[src/rtl/twiddle_table_loader.sv]
// ---------------------------------------------------------------------------
// twiddle_table_loader
//
// Runtime-writable twiddle table for the 32-point MDC FFT. Coefficient
// pairs (real, imag) arrive serially over a valid/ready port and are packed
// into ROWS rows of LANES lanes. Once all N pairs are written, the table is
// armed and replayed row by row with the same START/STAGE/count sequencing
// the butterfly stages use with the fixed twiddle ROM. This lets coefficient
// sets (conjugated for IFFT, rescaled, ...) be swapped without resynthesis.
//
// Ports
//   CLK         clock
//   RST         asynchronous active-low reset
//   CLR         sync pulse: restart load at entry 0, clear LOAD_ERR
//   LOAD_VALID  LOAD_WR/LOAD_WI hold a coefficient pair
//   LOAD_READY  high while pairs are accepted (LOADING state)
//   LOAD_WR     real part of incoming coefficient (NB bits)
//   LOAD_WI     imaginary part of incoming coefficient (NB bits)
//   TABLE_VALID all N entries written; readout enabled
//   LOAD_ERR    sticky: a pair was offered while the table was full
//   START       sync: readout counter restarts at row 0
//   STAGE       0 = full-table sweep, 1 = alternate rows 0 and ROWS/2
//   OR          real parts of current row, lane 0 in bits [NB-1:0]
//   OI          imaginary parts of current row, same packing
// ---------------------------------------------------------------------------
module twiddle_table_loader #(
    parameter int NB    = 9,
    parameter int N     = 32,
    parameter int LANES = 4
) (
    input  logic                CLK,
    input  logic                RST,
    input  logic                CLR,
    input  logic                LOAD_VALID,
    output logic                LOAD_READY,
    input  logic [NB-1:0]       LOAD_WR,
    input  logic [NB-1:0]       LOAD_WI,
    output logic                TABLE_VALID,
    output logic                LOAD_ERR,
    input  logic                START,
    input  logic                STAGE,
    output logic [NB*LANES-1:0] OR,
    output logic [NB*LANES-1:0] OI
);

    // N and LANES are powers of two, so an entry index is simply
    // {row, lane}: entry k lives at row k/LANES, lane k%LANES.
    localparam int ROWS = N / LANES;
    localparam int IW   = $clog2(N);
    localparam int CW   = $clog2(ROWS);
    localparam int LW   = $clog2(LANES);

    typedef enum logic {
        S_LOADING = 1'b0,
        S_ARMED   = 1'b1
    } state_t;

    state_t          r_state;
    state_t          w_state_nxt;
    logic [IW-1:0]   r_idx;
    logic [CW-1:0]   r_cnt;
    logic            r_err;
    logic [NB-1:0]   r_wr [N];
    logic [NB-1:0]   r_wi [N];

    logic            w_xfer;
    logic            w_last;
    logic            w_ready;
    logic            w_err_set;
    logic [CW-1:0]   w_row;

    // CLR blocks the transfer in its own cycle, so a pair offered alongside
    // CLR is dropped rather than written at the old index.
    assign w_xfer = LOAD_VALID & (r_state == S_LOADING) & ~CLR;
    assign w_last = w_xfer & (r_idx == IW'(N - 1));

    // ---------------------------------------------------------------------
    // FSM: state register
    // ---------------------------------------------------------------------
    always_ff @(posedge CLK or negedge RST) begin
        if (!RST) begin
            r_state <= S_LOADING;
        end else begin
            r_state <= w_state_nxt;
        end
    end

    // ---------------------------------------------------------------------
    // FSM: next state and decoded controls
    // ---------------------------------------------------------------------
    always_comb begin
        w_state_nxt = r_state;
        w_ready     = 1'b0;
        w_err_set   = 1'b0;
        case (r_state)
            S_LOADING: begin
                w_ready = 1'b1;
                if (w_last) begin
                    w_state_nxt = S_ARMED;
                end
            end
            S_ARMED: begin
                // Table is full: any offered pair is discarded and flagged.
                w_err_set = LOAD_VALID;
            end
            default: begin
                w_state_nxt = S_LOADING;
            end
        endcase
        if (CLR) begin
            w_state_nxt = S_LOADING;
            w_err_set   = 1'b0;
        end
    end

    assign LOAD_READY  = w_ready;
    assign TABLE_VALID = (r_state == S_ARMED);
    assign LOAD_ERR    = r_err;

    // ---------------------------------------------------------------------
    // Write index and sticky error
    // ---------------------------------------------------------------------
    always_ff @(posedge CLK or negedge RST) begin
        if (!RST) begin
            r_idx <= '0;
            r_err <= 1'b0;
        end else begin
            if (CLR) begin
                r_idx <= '0;
            end else if (w_xfer) begin
                r_idx <= w_last ? '0 : r_idx + IW'(1);
            end

            if (CLR) begin
                r_err <= 1'b0;
            end else if (w_err_set) begin
                r_err <= 1'b1;
            end
        end
    end

    // ---------------------------------------------------------------------
    // Coefficient storage. CLR leaves contents in place; they stay hidden
    // behind TABLE_VALID until a fresh full load completes.
    // ---------------------------------------------------------------------
    always_ff @(posedge CLK or negedge RST) begin
        if (!RST) begin
            for (int k = 0; k < N; k++) begin
                r_wr[k] <= '0;
                r_wi[k] <= '0;
            end
        end else if (w_xfer) begin
            r_wr[r_idx] <= LOAD_WR;
            r_wi[r_idx] <= LOAD_WI;
        end
    end

    // ---------------------------------------------------------------------
    // Readout counter: free-running, independent of the load FSM.
    // ---------------------------------------------------------------------
    always_ff @(posedge CLK or negedge RST) begin
        if (!RST) begin
            r_cnt <= '0;
        end else if (START) begin
            r_cnt <= '0;
        end else begin
            r_cnt <= r_cnt + CW'(1);
        end
    end

    // STAGE=1 ping-pongs between row 0 and the middle row on count parity.
    assign w_row = STAGE ? (r_cnt[0] ? CW'(ROWS / 2) : '0) : r_cnt;

    // ---------------------------------------------------------------------
    // Per-lane row mux, gated by TABLE_VALID.
    // ---------------------------------------------------------------------
    for (genvar l = 0; l < LANES; l++) begin : g_lane
        localparam logic [LW-1:0] LIDX = LW'(l);
        logic [IW-1:0] w_rd_idx;
        assign w_rd_idx         = {w_row, LIDX};
        assign OR[l*NB +: NB]   = TABLE_VALID ? r_wr[w_rd_idx] : '0;
        assign OI[l*NB +: NB]   = TABLE_VALID ? r_wi[w_rd_idx] : '0;
    end

endmodule

[config.mk]
export PLATFORM = sky130hd
export DESIGN_NAME = twiddle_table_loader
export DESIGN_NICKNAME = d
export VERILOG_FILES = /design/src/rtl/twiddle_table_loader.sv
export SDC_FILE = /design/constraint.sdc
export NUM_CORES = 1
export LEC_CHECK = 0
export BUFFER_PORTS_ARGS = -buffer_cell sky130_fd_sc_hd__buf_2
export CORE_AREA = 3 3 162 321
export DETAILED_ROUTE_END_ITERATION = 10
export DIE_AREA = 0 0 165 324
export GPL_ROUTABILITY_DRIVEN = 0
export HOLD_SLACK_MARGIN = 0.03
export PLACE_DENSITY = 0.75
export SYNTH_ARGS = -nofsm -noshare
export SYNTH_HDL_FRONTEND = slang
export SYNTH_SLANG_ARGS = --single-unit
[constraint.sdc]
create_clock -name CLK -period 1.8 [get_ports CLK]
set_input_delay 0.27 -clock CLK [delete_from_list [all_inputs] [get_ports CLK]]
set_output_delay 0.27 -clock CLK [all_outputs]
set_load 0.1 [all_outputs]
==> impl_metrics.env, run 1 <==
export IMPL_syn_avg_cell_area_um2=13.9
export IMPL_post_synth_inst_count=1999
export IMPL_crit_path_cell_trace="buf_12, or2_4, buf_12, o221ai_1, o22ai_4, buf_12"
export IMPL_clk_latency_ps=620
export IMPL_cts_clk_slew_worst_paths_ps=70
export IMPL_grtUsageTotal=0.331
export IMPL_vias=20300
export IMPL_synthTopCellsByArea="dfrtp_1 (53%), mux2_2 (23%), mux2i_1 (6.8%)"
export IMPL_chipWidth_um=165
export IMPL_synth_cell_type_count=45
export IMPL_antenna_left=0
export IMPL_fin_crit_ps=2800
export IMPL_timing_worst_setup_path_type="reg2out"
export IMPL_startpoint_type="register"
export IMPL_htree_levels=2
export IMPL_rsz0062_at_grt="yes"
export IMPL_r2r_slack_ps=-400
export IMPL_seq_area_frac_synth=0.529
export IMPL_slew_viol_final=0
export IMPL_violations="setup timing"
export IMPL_hold_viol_final=0
export IMPL_relSlewSlack=0.485
export IMPL_dp_slack_ps=-342
export IMPL_drcViolationCount=0
export IMPL_final_nets=2280
export IMPL_synth_area_um2=27700
export IMPL_outcome="finished with violations"
export IMPL_final_area_um2=38100
export IMPL_critPathCaptureType="primary output"
export IMPL_area_growth_pct=37.5
export IMPL_skew_ps=12.4
export IMPL_yosysMostFrequentCell="dfrtp_1"
export IMPL_hold_path_depth=3
export IMPL_drv_cap=0
export IMPL_io_pins=99
export IMPL_die_h_um=324
export IMPL_wl_mm=96.8
export IMPL_drive_gt1_frac=0.570
export IMPL_core_area_um2=50100
export IMPL_port_buffers=98
export IMPL_synth_edf_count=0
export IMPL_max_slew_worst_pin_slew_ps=772
export IMPL_async_flop_share=1.00
export IMPL_cp_required_ps=1530
export IMPL_post_route_period_util=1.56
export IMPL_cts_buffer_depth=3
export IMPL_dieArea_um2=53500
export IMPL_synthTopCellsByCount="dfrtp_1 (586), mux2_2 (565), mux2i_1 (188)"
export IMPL_cts_sinks=586
export IMPL_yosysTopAreaCellShare=0.529
export IMPL_ff2ff_path_depth=7
export IMPL_hpwl_mm=50.9
export IMPL_synth_warnings=0
export IMPL_cts_tree="done"
export IMPL_place_inst=2748
export IMPL_fmax_mhz=357
export IMPL_synthFlopType="dfrtp_1"
export IMPL_place_area_um2=33500
export IMPL_root_buffer="clkbuf_16"
export IMPL_row_count=116
export IMPL_cp_max_fo=22
export IMPL_fin_ws_ps=-1000
export IMPL_antenna_found_initial=2
export IMPL_synth_area_leader_cell="dfrtp_1"
export IMPL_fin_util=0.761
export IMPL_grt_max_degree=103
export IMPL_grt_pass1_wl_mm=133
export IMPL_drt_iter0_markers=2174
export IMPL_grt_pass1_vias=21500
export IMPL_cp_slowest_cell="dfrtp_4"
export IMPL_drt_vias_per_instance=6.90
export IMPL_cts_buffers=52
export IMPL_critPathMaxStageDelay_ps=520
export IMPL_power_leakage_nw=16.8
export IMPL_powerDensity_nw_per_um2=776
export IMPL_ir_worst_vdd_mv=0.850
export IMPL_overflow=0
export IMPL_ys_ff_latch=586
export IMPL_initial_utilization=0.554
export IMPL_crit_top_cell="buf_12"
export IMPL_fin_cells=2940
export IMPL_holdCritPathClass="in2reg"
export IMPL_wl_per_cell_um=32.9
export IMPL_critPathArrivalTime_ps=2530
export IMPL_dr_pass1_iters=6
export IMPL_syn_nets=2029
export IMPL_setup_viol=652
-- report_power, final --
group / internal [W] / total [W] / switching, W
sequential: 0.0137 / 0.0143 / 0.000543
combinational: 0.00158 / 0.00360 / 0.00203
clock: 0.00649 / 0.0117 / 0.00520
total: 0.0218 / 0.0296 / 0.00777
-- cells in the final DEF (no fill, tap or decap), types with 4 or more instances in the layout --
cell / Yosys / final
mux2_2: 565 / 348
nor2_8: 4 / 4
buf_4: 18 / 112
clkbuf_16: 0 / 63
o221ai_4: 0 / 13
nor2_4: 0 / 12
o22ai_4: 0 / 43
o221ai_1: 113 / 32
clkbuf_1: 112 / 14
buf_6: 11 / 23
nand2_1: 35 / 28
o221ai_2: 0 / 68
inv_1: 5 / 4
ha_1: 6 / 6
clkinv_2: 0 / 6
buf_2: 42 / 22
dfrtp_1: 586 / 583
o21ai_4: 0 / 28
dlygate4sd3_1: 0 / 4
and2_1: 44 / 42
mux2i_2: 0 / 4
mux2i_1: 188 / 184
buf_16: 0 / 13
nor2_1: 7 / 7
bufinv_16: 0 / 4
clkbuf_8: 0 / 12
a22o_4: 0 / 17
and2_4: 0 / 4
buf_8: 0 / 14
nand2_4: 0 / 9
buf_12: 0 / 159
a21oi_1: 8 / 6
mux4_2: 27 / 27
a22o_1: 71 / 53
nand2_8: 0 / 36
mux2_4: 0 / 228
-- final timing paths --
check	startpoint	end
max in group asynchronous	RST	r_wi[150]
min in group asynchronous	RST	r_wi[102]
worst max register to register	TABLE_VALID	r_wr[79]
worst max-delay path	r_cnt[0]	OR[15]
worst min register to register	r_wi[64]	r_wi[64]
worst min-delay path	CLR	r_idx[3]
-- per-stage QoR --
stage | total power [W] | setup TNS, ps | hold WS (ps)
floorplan | 0.0162 | -189540 | -25.6
global placement | 0.0172 | -61360 | 166
detailed placement | 0.0174 | -76730 | 168
CTS | 0.0291 | -174940 | 67.3
global route | 0.0304 | -223140 | 98.1
finish | 0.0296 | -206020 | 96.7
-- sequential cells by signal, indices dropped and copies added (netlist names) --
register / cells
r_cnt: 3
r_wi: 288
r_idx: 5
r_wr: 288
LOAD_ERR: 1
TABLE_VALID: 1
-- per-layer routing --
| layer | GRT usage | part of all wire | vias up |
|---|---|---|---|
| met1 | 0.384 | 0.34 | 10600 |
| met4 | 0.172 | 0.081 | 0 |
| met2 | 0.581 | 0.51 | 1222 |
| li1 | - | - | 8005 |
| met5 | 0 | 0 | - |
| met3 | 0.0552 | 0.070 | 471 |
-- logic make-up (layout without fill, tap and decap cells) --
logic type / Yosys count / count (layout) / synth area share
mux: 791 / 791 / 0.324
flops: 586 / 586 / 0.529
xor+xnor: 1 / 1 / 0.000316
compound gates: 274 / 274 / 0.0769
other cells: 0 / 2 / 0
simple gates: 150 / 175 / 0.0343
buf+inv: 191 / 456 / 0.0332
fa+ha+maj: 6 / 6 / 0.00271
-- critical path, delay by kind of cell (launching register included) --
| kind | cells | cell delay, ps |
|---|---|---|
| buffers and inverters | 3 | 570 |
| DFF | 1 | 520 |
| AOI/OAI and AO/OA | 2 | 520 |
| and+or+nand+nor | 1 | 290 |
-- final cells by class --
cell class | instances | area [um2]
inverters | 5 | 22.5
diodes | 2 | 5.00
well taps | 649 | 812
repair buffers | 358 | 5280
clock inverters | 14 | 184
fillers | 2696 | 12000
multi-input cells | 1247 | 15600
flip-flops and latches | 586 | 14700
clock buffers | 79 | 1540
-- timing repair --
item,CTS,global route
cloned,17,28
hold endpoints to repair,387,0
gates resized for setup,176,101
pin swaps,41,31
endpoints found under the setup margin,648,653
buffers inserted,26,29
hold buffers,4,0
Note: power is estimated with default switching activity, not from simulation.
==> run 2, diff against run 1 <==
- PLACE_DENSITY: 0.75 -> unset
- PLACE_DENSITY_LB_ADDON: unset -> 0.1
==> impl_metrics.env, run 2 (synthesized netlist as in run 1, its figures left out) <==
export IMPL_clk_latency_ps=600
export IMPL_multi_input_area_um2=14900
export IMPL_antenna_found_initial=0
export IMPL_clkPwrFrac=0.407
export IMPL_seq_power_share=0.484
export IMPL_hold_viol_final=0
export IMPL_relSlewSlack=0.525
export IMPL_ff2ff_path_depth=8
export IMPL_htree_levels=2
export IMPL_skew_ps=8.58
export IMPL_row_count=116
export IMPL_fill_cells=3199
export IMPL_slew_viol_final=0
export IMPL_vias=18500
export IMPL_violations="setup timing"
export IMPL_critPathCaptureType="primary output"
export IMPL_antennaDiodeCount=0
export IMPL_overflow=0
export IMPL_startpoint_type="register"
export IMPL_chipWidth_um=165
export IMPL_final_nets=2204
export IMPL_grt_pass1_wl_mm=126
export IMPL_ir_worst_vdd_mv=0.863
export IMPL_tns_ps=-115260
export IMPL_register_area_um2=14700
export IMPL_grt_max_degree=82
export IMPL_r2r_slack_ps=-180
export IMPL_critPathArrivalTime_ps=2400
export IMPL_layout_commonest_cell="dfrtp_1"
export IMPL_final_area_um2=36600
export IMPL_core_area_um2=50100
export IMPL_cp_required_ps=1530
export IMPL_io_pins=99
export IMPL_power_leakage_nw=16.3
export IMPL_area_growth_pct=32.0
export IMPL_rsz0062_at_grt="yes"
export IMPL_switchingPower_w=0.00741
export IMPL_final_cell_mix="dfrtp_1 (583), mux2_2 (360), mux2_4 (216), mux2i_1 (187), buf_12 (160)"
export IMPL_dr_pass1_iters=5
export IMPL_hpwl_mm=52.0
export IMPL_powerDensity_nw_per_um2=804
export IMPL_grt_pass1_vias=20500
export IMPL_drcViolationCount=0
export IMPL_holdCritPathClass="in2async"
export IMPL_largest_registers="r_wi x288, r_wr x288, r_idx x5"
export IMPL_internal_power_w=0.0220
export IMPL_post_route_period_util=1.49
export IMPL_cp_max_fo=25
export IMPL_cts_sinks=586
export IMPL_fmax_mhz=374
export IMPL_root_buffer="clkbuf_16"
export IMPL_drt_vias_per_instance=6.46
export IMPL_timing_rr_end="r_wr[282]"
export IMPL_max_slew_worst_pin_slew_ps=712
export IMPL_drive_gt1_frac=0.548
export IMPL_wl_mm=82.8
export IMPL_p_sw_frac=0.252
export IMPL_outcome="finished with violations"
export IMPL_fin_ws_ps=-875
export IMPL_place_area_um2=33700
export IMPL_cts_clk_slew_worst_paths_ps=70
export IMPL_cts_buffer_depth=3
export IMPL_dieArea_um2=53500
export IMPL_timing_worst_setup_path_type="reg2out"
export IMPL_drt_iter0_markers=1263
export IMPL_antenna_left=0
export IMPL_port_buffers=98
export IMPL_r2r_start="TABLE_VALID"
export IMPL_wl_per_cell_um=28.9
export IMPL_die_h_um=324
export IMPL_setup_viol=647
export IMPL_fin_crit_ps=2670
export IMPL_grtUsageTotal=0.312
export IMPL_cts_buffers=52
export IMPL_drv_cap=0
export IMPL_initial_utilization=0.554
export IMPL_cts_tree="done"
export IMPL_combPwrFrac=0.108
[run 2: worst max-delay path by stage]
stage / cells after the start / end / slack [ps] / from
detailed placement: 6 / OR[12] / -320 / r_cnt[2]
CTS: 5 / OI[31] / -920 / r_cnt[0]
finish: 7 / OR[13] / -870 / r_cnt[2]
global route: 7 / OI[27] / -950 / r_cnt[2]
global placement: 7 / OI[4] / -320 / r_cnt[2]
floorplan: 5 / OI[16] / -1130 / TABLE_VALID
[run 2: critical path, stage by stage (launching register included)]
cell and delay, ps:
dfrtp_4 500, buf_12 150, nand2b_4 70, nand2b_4 180
buf_12 220, o221ai_1 230, o21ai_4 220, buf_12 200
[run 2: routing by layer]
layer	up-vias	GRT usage	wire, um
li1	7833	-	-
met1	9890	0.377	31200
met2	573	0.551	44400
met3	197	0.0362	3510
met4	0	0.150	3810
met5	-	0	0
[run 2: final cells by class]
type	count	area share
clock buffer	73	0.0416
inverter	5	0.000615
tap	649	0.0222
timing repair buffer	301	0.120
sequential	586	0.401
clock inverter	20	0.00779
multi-input combinational	1228	0.407
[run 2: power by group through the flow]
stage,registers (W),logic [W],clock network [W]
final,0.0143,0.00319,0.0120
after global routing,0.0143,0.00341,0.0126
after CTS,0.0142,0.00314,0.0121
after detailed placement,0.0144,0.00304,0
after global placement,0.0143,0.00294,0
after floorplan,0.0143,0.00189,0
[run 2: timing repair]
action	4_1_cts	5_1_grt
hold endpoints to repair	276	0
pin swaps	16	23
gates resized for setup	92	43
endpoints found under the setup margin	644	651
setup buffers	2	3
hold buffers	4	0
gates cloned	3	7
[run 2: metrics by stage]
stage | hold WS (ps) | cells | setup WS, ps | total power [W] | util
after floorplan | -25.6 | 1999 | -1130 | 0.0162 | -
after CTS | 168 | 2852 | -918 | 0.0295 | 0.723
after global routing | 202 | 2862 | -945 | 0.0303 | 0.731
after global placement | 194 | 2750 | -322 | 0.0173 | 0.673
after detailed placement | 195 | 2750 | -315 | 0.0174 | 0.673
final | 183 | 2862 | -875 | 0.0294 | 0.731
==> run 3, diff against run 2 <==
- BUFFER_PORTS_ARGS: -buffer_cell sky130_fd_sc_hd__buf_2 -> -buffer_cell sky130_fd_sc_hd__buf_4
- GPL_TIMING_DRIVEN: unset -> 0
==> impl_metrics.env, run 3 (synthesized netlist as in run 1, its figures left out) <==
export IMPL_crit_top_cell="buf_8"
export IMPL_relSlewSlack=0.131
export IMPL_cts_sinks=586
export IMPL_startpoint_type="register"
export IMPL_wl_mm=113
export IMPL_outcome="finished with violations"
export IMPL_internal_power_w=0.0227
export IMPL_layout_commonest_cell="dfrtp_1"
export IMPL_drive_gt1_frac=0.555
export IMPL_critPathMaxStageDelay_ps=460
export IMPL_crit_path_cell_trace="buf_6, clkbuf_16, buf_8, mux2i_1, a22o_1, o22ai_4, buf_8"
export IMPL_cts_tree="done"
export IMPL_skew_ps=23.1
export IMPL_antenna_found_initial=1
export IMPL_critPathArrivalTime_ps=2580
export IMPL_drt_iter0_markers=1932
export IMPL_chipWidth_um=165
export IMPL_p_sw_frac=0.271
export IMPL_dp_slack_ps=-1530
export IMPL_tns_ps=-234590
export IMPL_vias=21000
export IMPL_met3_wirelength_mm=8.31
export IMPL_port_buffers=97
export IMPL_powerDensity_nw_per_um2=790
export IMPL_path_buf_inv=4
export IMPL_wl_per_cell_um=37.1
export IMPL_seq_power_share=0.462
export IMPL_grt_max_degree=125
export IMPL_cp_required_ps=1530
export IMPL_fin_ws_ps=-1050
export IMPL_rsz0062_at_grt="yes"
export IMPL_hold_viol_final=87
export IMPL_switchingPower_w=0.00843
export IMPL_cp_slowest_cell="mux2i_1"
export IMPL_fin_crit_ps=2850
export IMPL_worstSetupStartpoint="r_cnt[2]"
export IMPL_cts_clk_slew_worst_paths_ps=70
export IMPL_io_pins=99
export IMPL_fin_util=0.788
export IMPL_post_route_period_util=1.58
export IMPL_fin_cells=3047
export IMPL_whs_ps=-448
export IMPL_drt_vias_per_instance=6.90
export IMPL_drcViolationCount=0
export IMPL_htree_levels=2
export IMPL_overflow=0
export IMPL_fmax_mhz=351
export IMPL_dr_pass1_iters=6
export IMPL_cts_buffers=53
export IMPL_clk_latency_ps=640
export IMPL_final_nets=2383
export IMPL_combPwrFrac=0.121
export IMPL_violations="hold timing, setup timing"
export IMPL_grt_pass1_wl_mm=153
export IMPL_r2r_start="TABLE_VALID"
export IMPL_critPathCaptureType="primary output"
export IMPL_highest_layer="met4"
export IMPL_grtUsageTotal=0.403
export IMPL_holdCritPathClass="in2async"
export IMPL_core_area_um2=50100
export IMPL_area_growth_pct=42.3
export IMPL_power_leakage_nw=17.3
export IMPL_cp_max_fo=10
export IMPL_largest_registers="r_wi x288, r_wr x288, r_idx x5"
export IMPL_met2_length_mm=54.6
export IMPL_ir_worst_vdd_mv=0.749
export IMPL_hpwl_mm=66.6
export IMPL_slew_viol_final=0
export IMPL_cp_top_family="buffers and inverters"
export IMPL_final_cell_mix="dfrtp_1 (584), mux2_2 (357), mux2_4 (219), mux2i_1 (183), buf_12 (140)"
export IMPL_setup_viol=651
export IMPL_clkPwrFrac=0.417
export IMPL_row_count=116
export IMPL_m1WireLength_mm=37.0
export IMPL_drv_cap=0
export IMPL_initial_utilization=0.554
export IMPL_final_area_um2=39400
export IMPL_timing_worst_setup_path_type="reg2out"
export IMPL_antenna_left=0
export IMPL_cts_hold_buf=21
export IMPL_root_buffer="clkbuf_16"
export IMPL_place_inst=2750
export IMPL_antennaDiodeCount=0
export IMPL_grt_pass1_vias=22100
export IMPL_dieArea_um2=53500
export IMPL_cts_buffer_depth=3
export IMPL_max_slew_worst_pin_slew_ps=1300
export IMPL_die_h_um=324
export IMPL_place_area_um2=31500
-- run 3: cell types whose count changed in the layout (fill, tap and decap cells not counted), moves of 23 or more --
cell,delta
clkbuf_1,+60
o221ai_4,+45
buf_6,+34
o221ai_2,-26
clkbuf_16,+25
buf_4,+24
buf_8,+23
-- run 3: layer usage --
layer,track usage,vias to the layer above
met5,0,-
met4,0.347,0
met3,0.0727,590
met2,0.660,1332
met1,0.447,10900
li1,-,8218
-- run 3: through the flow --
step                power [W]  hold WS (ps)
finish                 0.0311          -448
global route           0.0318          -422
CTS                    0.0307          -429
detailed placement     0.0175           307
global placement       0.0173           456
floorplan              0.0162         -25.6
-- run 3: cell type report --
type,count,area [um2]
plain buffers,177,2050
clock buffers,72,1550
clock inverters,28,409
fillers,2729,10600
inverters,5,22.5
multi-input cells,1225,15600
flip-flops and latches,586,14700
well taps,649,812
repair buffers,305,4360
-- run 3: path summary, 6_finish.rpt --
path	slack, ps	cells after the start	to
max	-1050	7	OI[32]
min	-450	1	r_wr[158]
min reg2reg	500	1	r_wi[232]
max in group asynchronous	260	5	r_wr[32]
max reg2reg	-540	8	r_wi[8]
min in group CLK	120	5	r_idx[2]
-- run 3: power by group through the flow --
stage          sequential (W)  clock [W]  combinational, W
5_1_grt                0.0144     0.0135           0.00390
4_1_cts                0.0143     0.0129           0.00346
3_3_place_gp           0.0143          0           0.00294
2_1_floorplan          0.0143          0           0.00189
3_5_place_dp           0.0144          0           0.00307
6_report               0.0144     0.0130           0.00377
-- run 3: what timing repair did --
| action | CTS | global route |
|---|---|---|
| pin swaps | 60 | 48 |
| setup buffers | 75 | 83 |
| cloned | 16 | 14 |
| endpoints found under the setup margin | 775 | 774 |
| hold endpoints to repair | 129 | 83 |
| resized for setup | 590 | 163 |
